File: src/rtl/fetch_sequencer.sv
// Multi-cycle fetch/execute/memory control FSM for the 8-bit accumulator core.
// Owns the program counter, register-file write strobe, data-memory handshake and retire count.
module fetch_sequencer #(
  parameter int              PC_W        = 16,
  parameter logic [PC_W-1:0] START_PC    = '0,
  parameter int              MEM_TIMEOUT = 15
) (
  input  logic            clk,
  input  logic            rst_n,
  input  logic            start,
  input  logic [3:0]      opcode,
  input  logic [1:0]      format,
  input  logic [PC_W-1:0] jmp_loc,
  input  logic            br_cond,
  input  logic            mem_ready,
  output logic [PC_W-1:0] pc,
  output logic            reg_we,
  output logic            mem_req,
  output logic            mem_we,
  output logic            busy,
  output logic            halted,
  output logic            mem_err,
  output logic [15:0]     retired
);

  typedef enum logic [2:0] {
    S_IDLE  = 3'd0,
    S_FETCH = 3'd1,
    S_EXEC  = 3'd2,
    S_MEM   = 3'd3,
    S_HALT  = 3'd4,
    S_ERR   = 3'd5
  } state_t;

  localparam logic [3:0] OP_LB  = 4'b0000;
  localparam logic [3:0] OP_LHB = 4'b0001;
  localparam logic [3:0] OP_JMP = 4'b0010;
  localparam logic [3:0] OP_STR = 4'b0011;
  localparam logic [3:0] OP_BNE = 4'b1010;
  localparam logic [3:0] OP_BEQ = 4'b1011;
  localparam logic [3:0] OP_BLT = 4'b1100;
  localparam logic [3:0] OP_HLT = 4'b1110;
  localparam logic [3:0] OP_BLS = 4'b1111;
  localparam logic [1:0] FMT_X  = 2'b11;

  localparam logic [7:0] TIMEOUT_CNT = 8'(MEM_TIMEOUT);

  state_t          state_reg, state_next;
  logic [PC_W-1:0] pc_reg, pc_next;
  logic [15:0]     retired_reg, retired_next;
  logic [7:0]      tcnt_reg, tcnt_next;
  logic [3:0]      op_lat_reg, op_lat_next;

  logic [PC_W-1:0] pc_inc;
  logic [7:0]      tcnt_inc;
  logic            retire;

  assign pc_inc   = pc_reg + PC_W'(1);
  assign tcnt_inc = tcnt_reg + 8'd1;

  always_ff @(posedge clk or negedge rst_n) begin
    if (!rst_n) begin
      state_reg   <= S_IDLE;
      pc_reg      <= START_PC;
      retired_reg <= '0;
      tcnt_reg    <= '0;
      op_lat_reg  <= '0;
    end else begin
      state_reg   <= state_next;
      pc_reg      <= pc_next;
      retired_reg <= retired_next;
      tcnt_reg    <= tcnt_next;
      op_lat_reg  <= op_lat_next;
    end
  end

  always_comb begin
    state_next   = state_reg;
    pc_next      = pc_reg;
    retired_next = retired_reg;
    tcnt_next    = tcnt_reg;
    op_lat_next  = op_lat_reg;
    retire       = 1'b0;
    reg_we       = 1'b0;
    mem_req      = 1'b0;
    mem_we       = 1'b0;

    case (state_reg)
      S_IDLE, S_HALT: begin
        if (start) begin
          state_next   = S_FETCH;
          pc_next      = START_PC;
          retired_next = '0;
        end
      end

      S_FETCH: state_next = S_EXEC;

      S_EXEC: begin
        // An X-format word on anything but HALT is malformed; stop rather than guess.
        if (opcode == OP_HLT || format == FMT_X) begin
          state_next = S_HALT;
          retire     = 1'b1;
        end else begin
          case (opcode)
            OP_LB, OP_LHB, OP_STR: begin
              state_next  = S_MEM;
              tcnt_next   = '0;
              op_lat_next = opcode;
            end
            OP_JMP: begin
              pc_next    = jmp_loc;
              state_next = S_FETCH;
              retire     = 1'b1;
            end
            OP_BNE, OP_BEQ, OP_BLT, OP_BLS: begin
              pc_next    = br_cond ? jmp_loc : pc_inc;
              state_next = S_FETCH;
              retire     = 1'b1;
            end
            default: begin
              reg_we     = 1'b1;
              pc_next    = pc_inc;
              state_next = S_FETCH;
              retire     = 1'b1;
            end
          endcase
        end
      end

      S_MEM: begin
        mem_req = 1'b1;
        mem_we  = (op_lat_reg == OP_STR);
        // Completion takes priority over a timeout landing in the same cycle.
        if (mem_ready) begin
          reg_we     = (op_lat_reg != OP_STR);
          pc_next    = pc_inc;
          state_next = S_FETCH;
          retire     = 1'b1;
        end else begin
          tcnt_next = tcnt_inc;
          if (tcnt_inc == TIMEOUT_CNT) begin
            state_next = S_ERR;
          end
        end
      end

      S_ERR: state_next = S_ERR;

      default: state_next = S_IDLE;
    endcase

    if (retire && retired_reg != 16'hFFFF) begin
      retired_next = retired_reg + 16'd1;
    end
  end

  assign pc      = pc_reg;
  assign retired = retired_reg;
  assign busy    = (state_reg == S_FETCH) || (state_reg == S_EXEC) || (state_reg == S_MEM);
  assign halted  = (state_reg == S_HALT);
  assign mem_err = (state_reg == S_ERR);

endmodule

File: config.mk
export PLATFORM = sky130hd
export DESIGN_NAME = fetch_sequencer
export DESIGN_NICKNAME = d
export VERILOG_FILES = /design/src/rtl/fetch_sequencer.sv
export SDC_FILE = /design/constraint.sdc
export NUM_CORES = 1
export LEC_CHECK = 0
export CAP_MARGIN = 10
export CORE_AREA = 2 2 97 99
export DETAILED_ROUTE_END_ITERATION = 8
export DIE_AREA = 0 0 99 101
export GPL_ROUTABILITY_DRIVEN = 0
export PLACE_DENSITY_LB_ADDON = 0.25
export SETUP_SLACK_MARGIN = 0.2
export SLEW_MARGIN = 20
export SYNTH_ARGS = -nofsm -noshare
export SYNTH_HDL_FRONTEND = slang
export SYNTH_SLANG_ARGS = --single-unit
export TNS_END_PERCENT = 20
File: constraint.sdc
create_clock -name clk -period 2.6 [get_ports clk]
set_clock_uncertainty 0.15 [all_clocks]
set_input_delay 0.78 -clock clk [delete_from_list [all_inputs] [get_ports clk]]
set_output_delay 0.78 -clock clk [all_outputs]
set_load 0.1 [all_outputs]
==> Word level (Yosys, flattened, before mapping) <==
Cells that the tools add are included.
{ "word_totals": {"word_cells": 81, "output_inout_bits": 38, "register_bits": 47} }
{ "classes": {"add_sub_neg": 3, "eq_ne": 25, "n_bitwise": 1, "n_mux": 28, "reduce_logical": 19} }
{ "op_table": {"columns": ["op", "count"], "rows": [
  ["$mux 16", 6],
  ["$pmux 16 s3", 2],
  ["$add 16x1->16 const B", 2],
  ["$mux 8", 3],
  ["$eq 4x4->1 const B", 5],
  ["$ne 16x16->1 const B", 1],
  ["$pmux 8 s2", 1],
  ["$pmux 3 s5", 1],
  ["$eq 4x2->1 const B", 3],
  ["$mux 3", 4],
  ["$ne 2x2->1 const B", 5],
  ["$add 8x1->8 const B", 1],
  ["$eq 8x4->1 const B", 1],
  ["$mux 1", 8],
  ["$reduce_or 8->1", 1],
  ["$eq 3x2->1 const B", 2],
  ["$eq 3x3->1 const B", 2],
  ["$reduce_bool 2->1", 3],
  ["$reduce_and 5->1", 1],
  ["$eq 4x1->1 const B", 1],
  ["$logic_not 4->1", 1],
  ["$ne 4x2->1 const B", 1],
  ["$pmux 1 s2", 2],
  ["$reduce_and 2->1", 2],
  ["other kinds (15)", 17]
]} }

==> Depth between registers and ports, before layout <==
{ "depth": {"ltp_word": 8, "depth_mapped": 8} }

==> Least setup slack after synthesis <==
Ideal clock, no wire load.
{ "synth_path": {"path_type": "register to output", "from": "reg state_reg[2]", "to": "out mem_err", "n_path_buf": 1, "stages_incl_launch_ff": 3, "required_time_ns": 1.670, "path_slack_ns": -1.116, "t_arrival_ns": 2.786, "cell_sequence": "dfrtp_1 > clkbuf_1 > nor3b_1"} }
{ "synth_via": {"elab_chain_cells": 1} }
{ "synth_lines": {"columns": ["item", "line_no", "source"], "rows": [
  ["start, declared", "48", "state_t state_reg, state_next;"],
  ["start signal, assigned", "69", "state_reg <= state_next;"],
  ["$eq 3x3->1", "162", "assign mem_err = (state_reg == S_ERR);"],
  ["end, declared", "22", "output logic mem_err,"]
]} }
Every way passes these cells.

==> Worst setup path after layout <==
{ "layout_path": {"from": "in opcode[2]", "to": "out reg_we"} }
{ "layout_via": {"elab_chain_cells": 5} }
{ "layout_lines": {"columns": ["item", "line_no", "source"], "rows": [
  ["start, declared", "11", "input logic [3:0] opcode,"],
  ["$eq 4x1->1 (tied with other cells)", "105", "case (opcode)"],
  ["$reduce_or 8->1 (no line)", null, null],
  ["$mux 1", "105", null],
  ["$mux 1 (*)", "101", "if (opcode == OP_HLT || format == FMT_X) begin"],
  ["$pmux 1 s2 (*)", "88", "case (state_reg)"],
  ["end, declared", "17", "output logic reg_we,"]
]} }
Every way passes the cells marked *; elsewhere a longest branch is shown, timed or not.

==> run summary <==
result of the run -> finished, violations left
violated checks -> setup timing
layout cells sized above 1 -> 0.2743
Synth Instances -> 356
initial core utilization -> 0.3417
register bit total from synthesis -> 47
Vias -> 3154
cell family with most CP delay -> simple AND/OR/NAND/NOR gates
CP startpoint kind -> input port
Fin Setup TNS -> -0.09800 ns
first-pass GRT wire length -> 14.70 mm
full die area -> 0.009999 mm2
Hold Path Class -> input port to asynchronous set/reset pin
Longest Clk Path Bufs -> 2
Leak -> 1.909 nW
number of top-level pins -> 65
PwrDens -> 987.5 mW/mm2
largest cells by area after synthesis -> dfrtp_1, o21ai_0, nand2_1, mux2i_1, nor2_1
Layout area overhead -> 43.35%
Syn Area/Cell -> 8.618 um2
cell with the most instances after synthesis -> dfrtp_1
Synth async-reset ratio -> 1.000
Slew headroom -> 0.6718
IO buf count -> 64
initial antenna violation count -> 0
num rows -> 35
Final nets -> 493
register area -> 0.001180 mm2
Synth top area share -> 0.3834
Least-Margin Pin Slew -> 0.4799 ns
sw frac -> 0.5294
placed cell area -> 0.004187 mm2
fin crit share -> 1.038
ys flop type -> dfrtp_1
RSZ-0062 raised after global routing -> true
worst-path cell chain -> buf_6, and2b_1, o21ai_1, nand4_1, a21oi_4, buf_12
CTS tree -> built
die height -> 101 um
largest net degree at the start of global routing -> 23
CP max-delay cell -> a21oi_4
Synthesized Nets -> 387
Peak VDD IR -> 0.3547 mV
synth warn -> 0
total track usage -> 0.1805
CP max FO -> 2
post-synthesis simple-gate area fraction -> 0.2512
Final WS setup -> -0.09800 ns
Fin. Hold Viols -> 0
Multi-input gate area -> 0.001849 mm2
# diodes -> 0
post-DP HPWL -> 6.462 mm
area of the core -> 0.008977 mm2
Max H-tree Level -> 2
# DRC -> 0
initial DRC count -> 175
xor/xnor share of the synthesized area -> 0.02569
dpl ws -> -0.5165 ns
worst-skew pair later-pin latency -> 0.30 ns
Die X -> 99 um
Final Cell Area -> 0.004398 mm2
Commonest cells post-synth -> dfrtp_1, nand2_1, o21ai_0
mux share of post-synthesis cell area -> 0.04323
largest family of logic cells by synthesized area -> simple AND/OR/NAND/NOR gates
clock sinks -> 47
Num CTS Buffers -> 5
fraction of the mapped netlist area in adder cells -> 0.01631
Fill cells -> 878
Comb pwr share -> 0.641
element type at the critical path end -> output port
CTS Hold Bufs -> 0
Net Switching -> 0.002299 W
synth unique cells -> 61
register area share after synthesis -> 0.3834
synthesized cell area -> 0.003068 mm2
Crit Path Class -> input port to output port
CP bufs+invs -> 2
Reg clk slew, reported paths -> 0.09 ns
CP peak stage delay -> 0.21 ns
Slew Viols, Final -> 0
Critical Path RT -> 1.67 ns
Clk pwr share -> 0.103
Post-Route WL -> 9.044 mm
average wire per standard cell -> 15.76 um
Synth Area in Compound Gates -> 0.2312
Max Fclk -> 370.6 MHz
Max Cap Viol -> 0
min cycle time layout -> 2.698 ns
TritonRoute pass-1 iters -> 4
final setup vio count -> 1
vias in the first global route -> 2960
Seq pwr share -> 0.256
Synth area leader -> dfrtp_1
Remaining Overflow, GRT -> 0
Worst EP arrival -> 1.77 ns
total power -> 0.004343 W
P_int -> 0.002044 W
number of synthesized flops with an enable pin -> 0
post-route ant nets -> 0
clock root cell -> clkbuf_8
Via density -> 5.495
==> cells by family after synthesis <==
| kind of cell | count (synthesis) |
|---|---|
| adder cells (fa/ha/maj) | 4 |
| AND/OR/NAND/NOR | 145 |
| XOR/XNOR | 9 |
| multiplexers | 13 |
| buffers and inverters | 32 |
| flip-flops | 47 |
| AO/OA/AOI/OAI | 106 |
==> placed cells by master (no fill, tap or decap), types with 6 or more instances in the layout <==
master	Yosys	layout
a21oi_1	16	14
and2_1	8	8
clkdlybuf4s50_1	0	18
a31oi_1	13	13
buf_4	0	72
mux2i_1	11	11
nand4_1	10	10
dfrtp_1	47	44
nor2_1	26	23
buf_12	0	14
nand3_1	18	16
and3_1	6	6
o21ai_0	28	27
nand2_1	37	35
inv_1	18	18
==> repair_timing <==
item | 4_1_cts | 5_1_grt
endpoints found under the setup margin | 42 | 25
resized for setup | 20 | 13
setup buffers | 4 | 3
pin swaps | 5 | 4
cloned | 0 | 0
==> path summary, 6_finish.rpt <==
kind | slack, ns | endpoint | depth (start not counted) | startpoint
max | -0.1 | reg_we | 6 | opcode[2]
max in group asynchronous | 1.51 | pc[12] | 2 | rst_n
min | 0.27 | tcnt_reg[7] | 1 | rst_n
min reg2reg | 0.34 | op_lat_reg[1] | 2 | op_lat_reg[1]
min in group clk | 0.34 | op_lat_reg[1] | 2 | op_lat_reg[1]
max reg2reg | 0.34 | pc[12] | 5 | pc[1]
==> power groups by stage <==
stage | logic, W | clock network, W | registers (W)
after global placement | 0.00263 | 0 | 0.00112
after floorplan | 0.00118 | 0 | 0.00171
after CTS | 0.00270 | 0.000468 | 0.00112
final | 0.00278 | 0.000449 | 0.00111
after detailed placement | 0.00267 | 0 | 0.00113
after global routing | 0.00296 | 0.000496 | 0.00115
==> layout make-up <==
| type | instances | area share |
|---|---|---|
| Multi-Input combinational cell | 277 | 0.4205 |
| Sequential cell | 47 | 0.2683 |
| Timing Repair Buffer | 113 | 0.2449 |
| Tap cell | 111 | 0.03158 |
| Clock buffer | 6 | 0.01650 |
| Inverter | 18 | 0.01536 |
| Clock inverter | 2 | 0.002845 |
==> worst reg2reg max path: cells and delay by family (launching register included) <==
kind | cells | cell delay (ns)
fa+ha+maj | 1 | 0.23
flops | 1 | 0.44
compound gates | 1 | 0.09
simple gates | 3 | 1.28
==> metrics by stage <==
| stage | cells | util | hold slack [ns] |
|---|---|---|---|
| final | 574 | 0.4899 | 0.2692 |
| after global routing | 574 | 0.4899 | 0.2865 |
| after CTS | 571 | 0.4807 | 0.2781 |
| after detailed placement | 559 | 0.4663 | 0.3233 |
| after global placement | 559 | 0.4663 | 0.3194 |
| after floorplan | 356 | - | 0.3006 |
==> layer usage <==
metal,up-vias,share of wire,GRT usage
li1,1544,-,-
met1,1523,0.46,0.2569
met2,77,0.48,0.2848
met3,10,0.041,0.03259
met4,0,0.013,0.04426
met5,-,0,0
Power figures use the tool's default switching activity.
